==> config.mk <==
export PLATFORM = sky130hd
export DESIGN_NAME = par3_out_serializer
export DESIGN_NICKNAME = d
export VERILOG_FILES = /design/src/rtl/par3_pkg.sv /design/src/rtl/par3_sat.sv /design/src/rtl/par3_out_serializer.sv
export SDC_FILE = /design/constraint.sdc
export NUM_CORES = 1
export LEC_CHECK = 0
export BUFFER_PORTS_ARGS = -buffer_cell sky130_fd_sc_hd__buf_2
export CAP_MARGIN = 30
export CORE_ASPECT_RATIO = 1.1
export CORE_MARGIN = 8
export CORE_UTILIZATION = 49
export CTS_CLUSTER_SIZE = 40
export DETAILED_ROUTE_END_ITERATION = 6
export PLACE_DENSITY = 0.89
export SLEW_MARGIN = 20
export SYNTH_ARGS = -nofsm -noshare
export SYNTH_HDL_FRONTEND = slang
export SYNTH_SLANG_ARGS = --single-unit
==> constraint.sdc <==
create_clock -name clk -period 2.44 [get_ports clk]
set_clock_uncertainty 0.1 [all_clocks]
set_input_delay 0.366 -clock clk [delete_from_list [all_inputs] [get_ports clk]]
set_output_delay 0.366 -clock clk [all_outputs]
set_load 0.02 [all_outputs]
==> src/rtl/par3_pkg.sv <==
// par3_pkg: shared lane count, sample/block types and saturation limits for the par3 serializer.
package par3_pkg;
  localparam int LANES = 3;
  localparam int SAMP_W = 16;
  typedef logic signed [SAMP_W-1:0] sample_t;
  typedef sample_t [LANES-1:0] block_t;
  localparam sample_t SAT_MAX = 16'sh7FFF;
  localparam sample_t SAT_MIN = 16'sh8000;
endpackage

==> src/rtl/par3_sat.sv <==
// par3_sat: one-lane combinational saturator from a signed IN_W value to a signed OUT_W sample.
module par3_sat #(
  parameter int IN_W = 64,
  parameter int OUT_W = 16
) (
  input  logic [IN_W-1:0]  i_din,
  output logic [OUT_W-1:0] o_dout,
  output logic             o_sat
);
  logic [IN_W-OUT_W:0] w_top;
  assign w_top = i_din[IN_W-1:OUT_W-1];
  // the value fits only when every bit above the output sign matches it
  assign o_sat = !(&w_top || !(|w_top));
  assign o_dout = !o_sat ? i_din[OUT_W-1:0] :
                  i_din[IN_W-1] ? {1'b1, {(OUT_W-1){1'b0}}} : {1'b0, {(OUT_W-1){1'b1}}};
endmodule

==> src/rtl/par3_out_serializer.sv <==
// par3_out_serializer: saturates 3-lane FIR blocks into a block FIFO and streams them out one sample per handshake.
// Optional PAR3_SAT_COUNT_EN adds a sticky 16-bit count of saturated lanes (sat_cnt).
module par3_out_serializer
  import par3_pkg::*;
#(
  parameter int IN_W = 64,
  parameter int OUT_W = 16,
  parameter int DEPTH = 4
) (
  input  logic                     clk,
  input  logic                     rst,
  input  logic                     in_valid,
  output logic                     in_ready,
  input  logic [IN_W-1:0]          in_lane0,
  input  logic [IN_W-1:0]          in_lane1,
  input  logic [IN_W-1:0]          in_lane2,
  output logic                     out_valid,
  input  logic                     out_ready,
  output logic [OUT_W-1:0]         out_data,
  output logic [1:0]               out_lane,
  output logic [$clog2(DEPTH):0]   level
`ifdef PAR3_SAT_COUNT_EN
  , output logic [15:0]            sat_cnt
`endif
);
  localparam int AW = $clog2(DEPTH);
  logic [OUT_W-1:0] r_mem [DEPTH][LANES];
  logic [AW-1:0] r_wr, r_rd;
  logic [AW:0] r_level;
  logic [1:0] r_lane;
  logic [IN_W-1:0] w_in [LANES];
  logic [OUT_W-1:0] w_sat [LANES];
  logic [LANES-1:0] w_flag;
  logic w_push, w_pop, w_last;
  assign w_in[0] = in_lane0;
  assign w_in[1] = in_lane1;
  assign w_in[2] = in_lane2;
  for (genvar g = 0; g < LANES; g++) begin : g_sat
    par3_sat #(.IN_W(IN_W), .OUT_W(OUT_W)) u_sat (
      .i_din(w_in[g]),
      .o_dout(w_sat[g]),
      .o_sat(w_flag[g])
    );
  end
  assign in_ready = r_level != (AW+1)'(DEPTH);
  assign out_valid = r_level != '0;
  assign out_data = out_valid ? r_mem[r_rd][r_lane] : '0;
  assign out_lane = r_lane;
  assign level = r_level;
  assign w_push = in_valid && in_ready;
  assign w_pop = out_valid && out_ready;
  assign w_last = w_pop && r_lane == 2'd2;
  always_ff @(posedge clk or posedge rst) begin
    if (rst) begin
      r_wr <= '0;
      r_rd <= '0;
      r_level <= '0;
      r_lane <= '0;
    end else begin
      if (w_push) r_wr <= r_wr + 1'b1;
      if (w_last) r_rd <= r_rd + 1'b1;
      if (w_pop) r_lane <= w_last ? 2'd0 : r_lane + 2'd1;
      r_level <= r_level + {{AW{1'b0}}, w_push} - {{AW{1'b0}}, w_last};
    end
  end
  // storage carries no reset; validity is tracked by the level/pointers alone
  always_ff @(posedge clk) begin
    if (w_push) for (int i = 0; i < LANES; i++) r_mem[r_wr][i] <= w_sat[i];
  end
`ifdef PAR3_SAT_COUNT_EN
  logic [15:0] r_sat_cnt;
  logic [1:0] w_nsat;
  logic [16:0] w_sum;
  assign w_nsat = 2'(w_flag[0]) + 2'(w_flag[1]) + 2'(w_flag[2]);
  assign w_sum = {1'b0, r_sat_cnt} + 17'(w_nsat);
  always_ff @(posedge clk or posedge rst) begin
    if (rst) r_sat_cnt <= '0;
    else if (w_push) r_sat_cnt <= w_sum[16] ? 16'hFFFF : w_sum[15:0];
  end
  assign sat_cnt = r_sat_cnt;
`else
  logic w_unused_flag;
  assign w_unused_flag = ^w_flag;
`endif
endmodule

==> flow_summary.toml <==
[routing]
vias = 6154
drt_iter0_drc = 445
antenna_left = 0
dr.pass1.iters = 5
wl_per_cell_um = 21.6
drc = 0
wirelength_um = 23200
viasPerCell = 5.72

[critical_path]
cp-end-kind = "output pin"
cp_cell_sequence = "buf_4 > buf_12 > mux4_2 > mux2i_1 > nor2_1 > a21oi_1 > nor2_1 > buf_4"
worst-setup-path-type = "flop to output pin"
crit_path_max_fanout = 9
cp_slowest_cell = "mux4_2"
cp_data_required_time_ps = 1970
start_kind = "flop"
arrival_ps = 2380
max_stage_delay_ps = 530

[floorplan]
num_rows = 52
dieArea_mm2 = 0.0233
die_x_um = 146
start_util_pct = 49.9
core_area_mm2 = 0.0183
fp.dieH_um = 159
num_io_pins = 219

[cts]
root_buffer = "clkbuf_16"
cts.path.max_buffers = 3
clk-insertion-delay-late_ps = 480
htree_levels = 1
clkTransAtPathRegs_ps = 70
cts_made_buffers = 20
cts_tree = "yes"
cts_sinks = 201

[timing]
worst_slew_pin_slew_ps = 412
hold_violations = 0
layout_setup_ws_ps = -403
setup_viol = 16
fin_crit_sh_pct = 117
rsz0062_at_grt = "yes"
slew_violations = 0
max_slew_margin_pct = 72.5
max_clock_freq_ghz = 0.352
min_period_ps = 2840

[yosys]
yosysSeqAreaShare_pct = 65.4
avgSynthCellArea_um2 = 15.9
synth.ff_latch_count = 201
yosysUniqueCellTypes = 29
synth.top_cell.area_share_pct = 62.9
yosysWarnings = 0
syn_area_mm2 = 0.00916
synth_cells = 576
yosysTopAreaCell = "edfxtp_1"
synth_fp_nets = 779
netlist_top_cells_area = "edfxtp_1 63%, mux4_2 12%, mux2i_1 6.7%"

[finish]
final_common_cell = "buf_2"
syn2layout_area_growth_pct = 27.3
fill_cells = 1276
fin_cells = 1075
drive_gt1_share_pct = 45.2
layout_common_cells = "209 x buf_2, 192 x edfxtp_1, 51 x inv_1, 48 x mux4_2, 43 x nand4_1"
fin_util_pct = 63.6
fin_nets = 1020

[power]
pwr-share-clk_pct = 25.2
power_frac_seq_pct = 37.9
ir_worst_vdd_v = 0.000759
power_switching_mw = 4.04
pwr-share-comb_pct = 36.9
power.density_mw_per_mm2 = 1090
cellLeakagePower_nw = 4.34
swShare_pct = 31.9
internal_power_mw = 8.64

[place]
hpwl_um = 16100
gp_congestion = 0.844
placed_cells = 1033
port_buffers = 218

[global_routing]
antenna_found_initial = 1
grt_max_degree = 49
grt_pass1_wl_um = 36000
grt_pass1_vias = 6949
grtUsageTotal_pct = 19.4
grt_overflow = 0

[outcome]
status = "finished, violations left"
violations = "setup timing"

[run]
drv_cap = 0

[hold_path]
hold_path.class = "primary input to flop"
## layer usage
metal / share of wire [%] / global-route usage [%] / vias up / routed length [um]
met5: 0 / 0 / - / 0
met4: 2.2 / 5.02 / 0 / 522
met3: 7.4 / 4.66 / 39 / 1730
met2: 53 / 35.3 / 321 / 12300
met1: 38 / 22.2 / 3007 / 8720
li1: - / - / 2787 / -
## flip-flops by register name, indices dropped and copies added (netlist names)
register / flops
level: 3
out_lane: 2
r_mem: 192
r_rd: 2
r_wr: 2
## path summary, 6_finish.rpt
check                           from          end  slack (ps)  cells past startpoint
min in group asynchronous        rst     level[2]         300                      3
max in group asynchronous        rst      r_rd[1]        1660                      3
hold reg to reg             level[2]     level[2]         450                      1
setup reg to reg            level[1]     level[2]         160                      9
setup / recovery             r_rd[0]  out_data[9]        -400                      8
hold / removal             out_ready      r_rd[1]         100                      3
## power groups by stage
stage                     logic (mW)  clock network [mW]  registers [mW]
after floorplan                 2.80                   0            4.81
after detailed placement        4.40                   0            4.85
final                           4.67                3.20            4.80
after CTS                       4.55                3.22            4.80
after global placement          4.32                   0            4.80
after global routing            5.03                3.37            4.85
## worst max-delay path: cells and delay by family, from the launching register on
family / cells / cell delay (ps)
buf+inv: 3 / 450
flops: 1 / 440
simple gates: 2 / 130
compound gates: 1 / 140
mux: 2 / 730
## through the flow
step	total power [mW]	setup WS (ps)	hold slack [ps]	TNS [ps]	area (um2)
floorplan	7.61	-82.6	93.9	-5300	9290
global placement	9.12	-80.8	241	-7850	10800
detailed placement	9.25	-173	252	-17500	10800
CTS	12.6	-402	93.5	-5530	11600
global route	13.3	-530	125	-7170	11700
finish	12.7	-403	103	-5420	11700
## synthesized netlist by cell type
| cell type | n |
|---|---|
| edfxtp_1 | 192 |
| mux2i_1 | 61 |
| inv_1 | 51 |
| mux4_2 | 48 |
| nand4_1 | 43 |
| nor2_1 | 37 |
| nor4_1 | 36 |
| clkbuf_1 | 17 |
| a21oi_1 | 16 |
| dfrtp_1 | 9 |
| nand2_1 | 9 |
| nor3_1 | 8 |
| nand3_1 | 7 |
| buf_2 | 6 |
| ha_1 | 6 |
| and3_1 | 4 |
| xnor2_1 | 4 |
| buf_1 | 3 |
| buf_8 | 3 |
| o31ai_4 | 3 |
| or4_1 | 3 |
| or4_4 | 3 |
| a21o_1 | 1 |
| and2_0 | 1 |
| fa_1 | 1 |
| o21ai_0 | 1 |
| o31ai_1 | 1 |
| or2_2 | 1 |
| xor2_1 | 1 |
## logic make-up after synthesis
family          Yosys count  share of synthesized area (%)
fa+ha+maj                 7                           1.04
mux                     109                           18.5
buf+inv                  80                           3.73
simple gates            152                           9.12
compound gates           22                           1.79
xor+xnor                  5                          0.478
flops                   201                           65.4
## what timing repair did
| action | in CTS | in global routing |
|---|---|---|
| gates resized for setup | 7 | 16 |
| pin swaps | 0 | 1 |
| buffers inserted | 1 | 3 |
| endpoints found under the setup margin | 16 | 17 |
| hold buffers | 1 | 0 |
| endpoints found under the hold margin | 9 | 0 |
## layout make-up
cell class	count	area [um2]	area share, %
inverters	51	191	1.64
clock inverters	14	168	1.44
clock buffers	22	529	4.54
multi-input cells	295	2980	25.6
diodes	1	2.50	0.0215
flip-flops and latches	201	5990	51.4
repair buffers	248	1490	12.8
well taps	243	304	2.61
Note: power is estimated with default switching activity, not from simulation.
